**config.mk**
```make
export PLATFORM = sky130hd
export DESIGN_NAME = rst_sequencer
export DESIGN_NICKNAME = d
export VERILOG_FILES = /design/src/rtl/rst_sequencer.sv
export SDC_FILE = /design/constraint.sdc
export NUM_CORES = 1
export LEC_CHECK = 0
export BUFFER_PORTS_ARGS = -buffer_cell sky130_fd_sc_hd__clkbuf_2
export CAP_MARGIN = 10
export CORE_MARGIN = 2
export CORE_UTILIZATION = 27
export CTS_CLUSTER_SIZE = 40
export DETAILED_ROUTE_END_ITERATION = 16
export PLACE_DENSITY = 0.4
export SYNTH_ARGS = -nofsm -noshare
export SYNTH_HDL_FRONTEND = slang
export SYNTH_SLANG_ARGS = --single-unit
```
**constraint.sdc**
```tcl
create_clock -name clk -period 2.5 [get_ports clk]
set_input_delay 0.25 -clock clk [delete_from_list [all_inputs] [get_ports clk]]
set_output_delay 0.25 -clock clk [all_outputs]
set_load 0.05 [all_outputs]
```
**src/rtl/rst_sequencer.sv**
```systemverilog
// rst_sequencer: releases N_STAGES downstream resets one at a time, in index
// order. Each stage is held in reset for HOLD_CYC cycles, then released, and
// the sequencer waits for that stage's ready before moving to the next stage.
// A stage that never reports ready within TIMEOUT_CYC cycles puts every stage
// back into reset and raises a sticky error. All outputs come from flops.
module rst_sequencer #(
  parameter int N_STAGES    = 3,
  parameter int HOLD_CYC    = 8,
  parameter int TIMEOUT_CYC = 256
) (
  input  logic                clk,
  input  logic                async_rst_i,
  input  logic                sw_rst_i,
  input  logic [N_STAGES-1:0] stage_rdy_i,
  output logic [N_STAGES-1:0] rst_o,
  output logic [2:0]          stage_o,
  output logic                done_o,
  output logic                err_o
);

  localparam logic [1:0] ST_HOLD     = 2'd0;
  localparam logic [1:0] ST_WAIT_RDY = 2'd1;
  localparam logic [1:0] ST_DONE     = 2'd2;
  localparam logic [1:0] ST_FAULT    = 2'd3;

  localparam logic [15:0] HOLD_LAST    = 16'(HOLD_CYC - 1);
  localparam logic [15:0] TIMEOUT_LAST = 16'(TIMEOUT_CYC - 1);
  localparam logic [2:0]  IDX_LAST     = 3'(N_STAGES - 1);

  localparam logic [N_STAGES-1:0] RST_ALL = '1;

  logic [1:0]          state_q, state_d;
  logic [2:0]          idx_q,   idx_d;
  logic [15:0]         cnt_q,   cnt_d;
  logic [N_STAGES-1:0] rst_q,   rst_d;
  logic                done_q,  done_d;
  logic                err_q,   err_d;

  logic [N_STAGES-1:0] stage_mask;
  logic                rdy_sel;

  // Decode the current stage index into a one-hot mask and pick out only that
  // stage's ready bit; every other ready bit is deliberately ignored.
  always_comb begin
    stage_mask = '0;
    rdy_sel    = 1'b0;
    for (int k = 0; k < N_STAGES; k++) begin
      if (idx_q == 3'(k)) begin
        stage_mask[k] = 1'b1;
        rdy_sel       = stage_rdy_i[k];
      end
    end
  end

  // Next-state logic: soft reset overrides everything, otherwise hold a stage,
  // release it, wait for its ready, and either advance, finish, or time out.
  always_comb begin
    state_d = state_q;
    idx_d   = idx_q;
    cnt_d   = cnt_q;
    rst_d   = rst_q;
    done_d  = done_q;
    err_d   = err_q;

    if (sw_rst_i) begin
      state_d = ST_HOLD;
      idx_d   = 3'd0;
      cnt_d   = 16'd0;
      rst_d   = RST_ALL;
      done_d  = 1'b0;
      err_d   = 1'b0;
    end else begin
      case (state_q)
        ST_HOLD: begin
          if (cnt_q == HOLD_LAST) begin
            rst_d   = rst_q & ~stage_mask;
            cnt_d   = 16'd0;
            state_d = ST_WAIT_RDY;
          end else begin
            cnt_d = cnt_q + 16'd1;
          end
        end

        ST_WAIT_RDY: begin
          if (rdy_sel) begin
            if (idx_q == IDX_LAST) begin
              state_d = ST_DONE;
              done_d  = 1'b1;
            end else begin
              idx_d   = idx_q + 3'd1;
              cnt_d   = 16'd0;
              state_d = ST_HOLD;
            end
          end else if (cnt_q == TIMEOUT_LAST) begin
            state_d = ST_FAULT;
            err_d   = 1'b1;
            rst_d   = RST_ALL;
          end else begin
            cnt_d = cnt_q + 16'd1;
          end
        end

        ST_DONE: begin
          state_d = ST_DONE;
        end

        ST_FAULT: begin
          state_d = ST_FAULT;
        end

        default: begin
          state_d = ST_HOLD;
        end
      endcase
    end
  end

  // State and output registers; the external reset puts every stage into
  // reset immediately, without waiting for a clock edge.
  always_ff @(posedge clk or posedge async_rst_i) begin
    if (async_rst_i) begin
      state_q <= ST_HOLD;
      idx_q   <= 3'd0;
      cnt_q   <= 16'd0;
      rst_q   <= RST_ALL;
      done_q  <= 1'b0;
      err_q   <= 1'b0;
    end else begin
      state_q <= state_d;
      idx_q   <= idx_d;
      cnt_q   <= cnt_d;
      rst_q   <= rst_d;
      done_q  <= done_d;
      err_q   <= err_d;
    end
  end

  assign rst_o   = rst_q;
  assign stage_o = idx_q;
  assign done_o  = done_q;
  assign err_o   = err_q;

endmodule

```
==> results_dict.tcl <==
set metrics [dict create \
    fin_nets 190 \
    cts_made_buffers 3 \
    final-max-slew-violation-count 0 \
    fillers 534 \
    clock_path_buffers 2 \
    coreArea_mm2 0.00517 \
    fmaxAchievable_mhz 423 \
    worstMarginPinSlew_ns 0.614 \
    drive_gt1_share_pct 20.2 \
    netlist_instances 154 \
    synth_enable_flop_cells 0 \
    initial_utilization_pct 28.4 \
    min_period_ns 2.37 \
    drt_wl_total_um 3480 \
    vias 1250 \
    hold_buffers 0 \
    path_clk_slew_ns 0.10 \
    synth-async-reset-ratio_pct 100 \
    first_global_vias 1238 \
    pre_cts_ws_ns 0.0794 \
    grt_overflow 0 \
    synth-main-ff-cell "dfrtp_1" \
    die_w_um 77.8 \
    required_ns 2.70 \
    synthSimpleGateAreaFrac_pct 24.9 \
    htreeDepth 1 \
    io_buffers 13 \
    fin_ws_ns 0.135 \
    synth-adder-area-share_pct 4.25 \
    drc 0 \
    crit_type "register to register" \
    area_delta_synth_final_pct 19.5 \
    fin_skew_ns 0.00288 \
    drt_iter0_markers 63 \
    p_leak_nw 0.740 \
    rows 26 \
    die-area_mm2 0.00606 \
    grt_use_met2_pct 18.4 \
    drv_cap 0 \
    routedWlPerCell_um 14.0 \
    crit_arrival_ns 2.57 \
    failed_checks "hold timing" \
    yosysSeqAreaShare_pct 44.5 \
    grt_max_degree 27 \
    grt.total_usage_pct 12.5 \
    setup_violations 0 \
    die_h_um 77.8 \
    synth_area_per_cell_um2 9.55 \
    busiest_layer "met2" \
    setup_tns_ns 0 \
    met3_usage_pct 2.44 \
    status "finished with violations" \
    ant_nets 0 \
    cp-startpoint "stage_o[0]" \
    synth_cell_types 39 \
    tritoncts "done" \
    diodes 0 \
    power_density_mw_per_mm2 477 \
    synth_compound_area_share_pct 19.5 \
    holdCritPathClass "input port to asynchronous set/reset pin" \
    gp_congestion 0.800 \
    clock_latency_ns 0.27 \
    hold_violations 1 \
    use_met1_pct 18.1 \
    synth_xor_area_share_pct 3.57 \
    end_kind "register" \
    hold_slack_ns -0.0000575 \
    cp_max_fo 16 \
    relSlewSlack_pct 58.8 \
    cts_root_buffer "clkbuf_8" \
    synthesis.area_mm2 0.00147 \
    routed_via_density 5.04 \
    irDropWorstVdd_v 0.000215 \
    clock_sinks 26 \
    syn-num-nets 165 \
    synth_warnings 0 \
    synth_top_family_by_area "simple AND/OR/NAND/NOR gates" \
    first_pass_iters 4 \
    rsz0062_at_grt "false" \
    antenna_found_initial 0 \
    finalCritPeriodShare_pct 94.6 \
    synthMuxAreaShare_pct 0 \
    grt_pass1_wl_um 6090 \
    dp.final_hpwl_um 2600 \
    cp-start-kind "register" \
    ys_ff_latch 26 \
    num_io_pins 14 \
    timing.rr.start "stage_o[0]" \
]
==> path summary, 6_finish.rpt <==
path	to	depth (start not counted)	slack [ns]
worst max-delay path	cnt_q[5]	7	0.13
worst min-delay path	stage_o[0]	3	-0.00006
worst max register to register	cnt_q[5]	7	0.13
worst min register to register	done_o	2	0.51
max in group asynchronous	rst_o[0]	3	2.20
min in group clk	done_o	3	0.26
==> logic make-up after synthesis <==
family          count (synthesis)
simple gates                   69
compound gates                 37
flops                          26
buf+inv                        11
xor+xnor                        6
fa+ha+maj                       5
==> synth_stat cells, types with 2 or more instances <==
cell type | count | area [µm²]
ha_1 | 5 | 62.6
nor2b_1 | 3 | 18.8
nand3_1 | 6 | 30.0
nand2_1 | 11 | 41.3
and3_1 | 3 | 18.8
inv_1 | 9 | 33.8
o21ai_0 | 6 | 30.0
a21oi_1 | 12 | 60.1
a31oi_1 | 2 | 12.5
dfstp_2 | 3 | 78.8
o22ai_1 | 3 | 18.8
o211ai_1 | 3 | 22.5
nand4_1 | 7 | 43.8
or3_1 | 5 | 31.3
and4_1 | 3 | 26.3
nand2b_1 | 2 | 12.5
nor2_1 | 18 | 67.6
nor3_1 | 3 | 15.0
dfrtp_1 | 23 | 576
xor2_1 | 5 | 43.8
nor4_1 | 2 | 12.5
a221o_1 | 3 | 30.0
==> final cells by class <==
class                   instances  area (µm²)  share of cell area, %
multi-input cells             117         778                   44.3
flip-flops and latches         26         654                   37.2
repair buffers                 22         133                   7.54
well taps                      70        87.6                   4.98
clock buffers                   3        41.3                   2.35
inverters                       9        33.8                   1.92
clock inverters                 1        30.0                   1.71
==> power breakdown <==
| part | switching (W) | internal, W |
|---|---|---|
| Clock | 0.000142 | 0.000214 |
| Combinational | 0.0000321 | 0.0000190 |
| Sequential | 0.00000638 | 0.000425 |
| Total | 0.000181 | 0.000659 |
==> flip-flops by register name (all words and copies together) (netlist names) <==
signal / cells
cnt_q: 16
rst_o: 3
stage_o: 3
state_q: 2
done_o: 1
err_o: 1
==> cell usage in the layout (no fill, tap or decap), drive strengths merged, types with 6 or more instances in the layout <==
cell type | netlist | layout
dfrtp | 23 | 23
buf | 1 | 9
nand4 | 7 | 7
o21ai | 6 | 6
a21oi | 12 | 12
nor2 | 18 | 18
nand3 | 6 | 6
clkbuf | 1 | 16
inv | 9 | 9
nand2 | 11 | 11
==> per-stage QoR <==
stage | utilization (%) | cell area [µm²] | std cells | total power, W | hold slack, ns
4_1_cts | 33.4 | 1730 | 245 | 0.000852 | 0.00784
5_1_grt | 34.0 | 1760 | 248 | 0.000884 | 0.0216
3_3_place_gp | 32.0 | 1650 | 241 | 0.000490 | 0.315
2_1_floorplan | - | 1470 | 154 | 0.000467 | 0.288
3_5_place_dp | 32.0 | 1650 | 241 | 0.000490 | 0.316
6_report | 34.0 | 1760 | 248 | 0.000839 | -0.0000575
==> metal layers <==
layer  up-vias  wire (µm)
met1       605       1750
met3         5        137
li1        616          -
met2        24       1550
met5         -          0
met4         0         38
==> worst max-delay path, cell delays in order (launching register included) <==
cell	delay (ns)
dfrtp_1	0.45
ha_1	0.27
nand3b_1	0.26
a211oi_4	0.36
o41ai_4	0.12
buf_4	0.20
or4_1	0.48
a21oi_1	0.16
==> timing repair <==
action | 4_1_cts | 5_1_grt
buffers inserted | 0 | 3
hold endpoints to repair | 0 | 0
endpoints found under the setup margin | 0 | 1
resized for setup | 0 | 2
No activity file was read; power rests on OpenSTA's default activity.
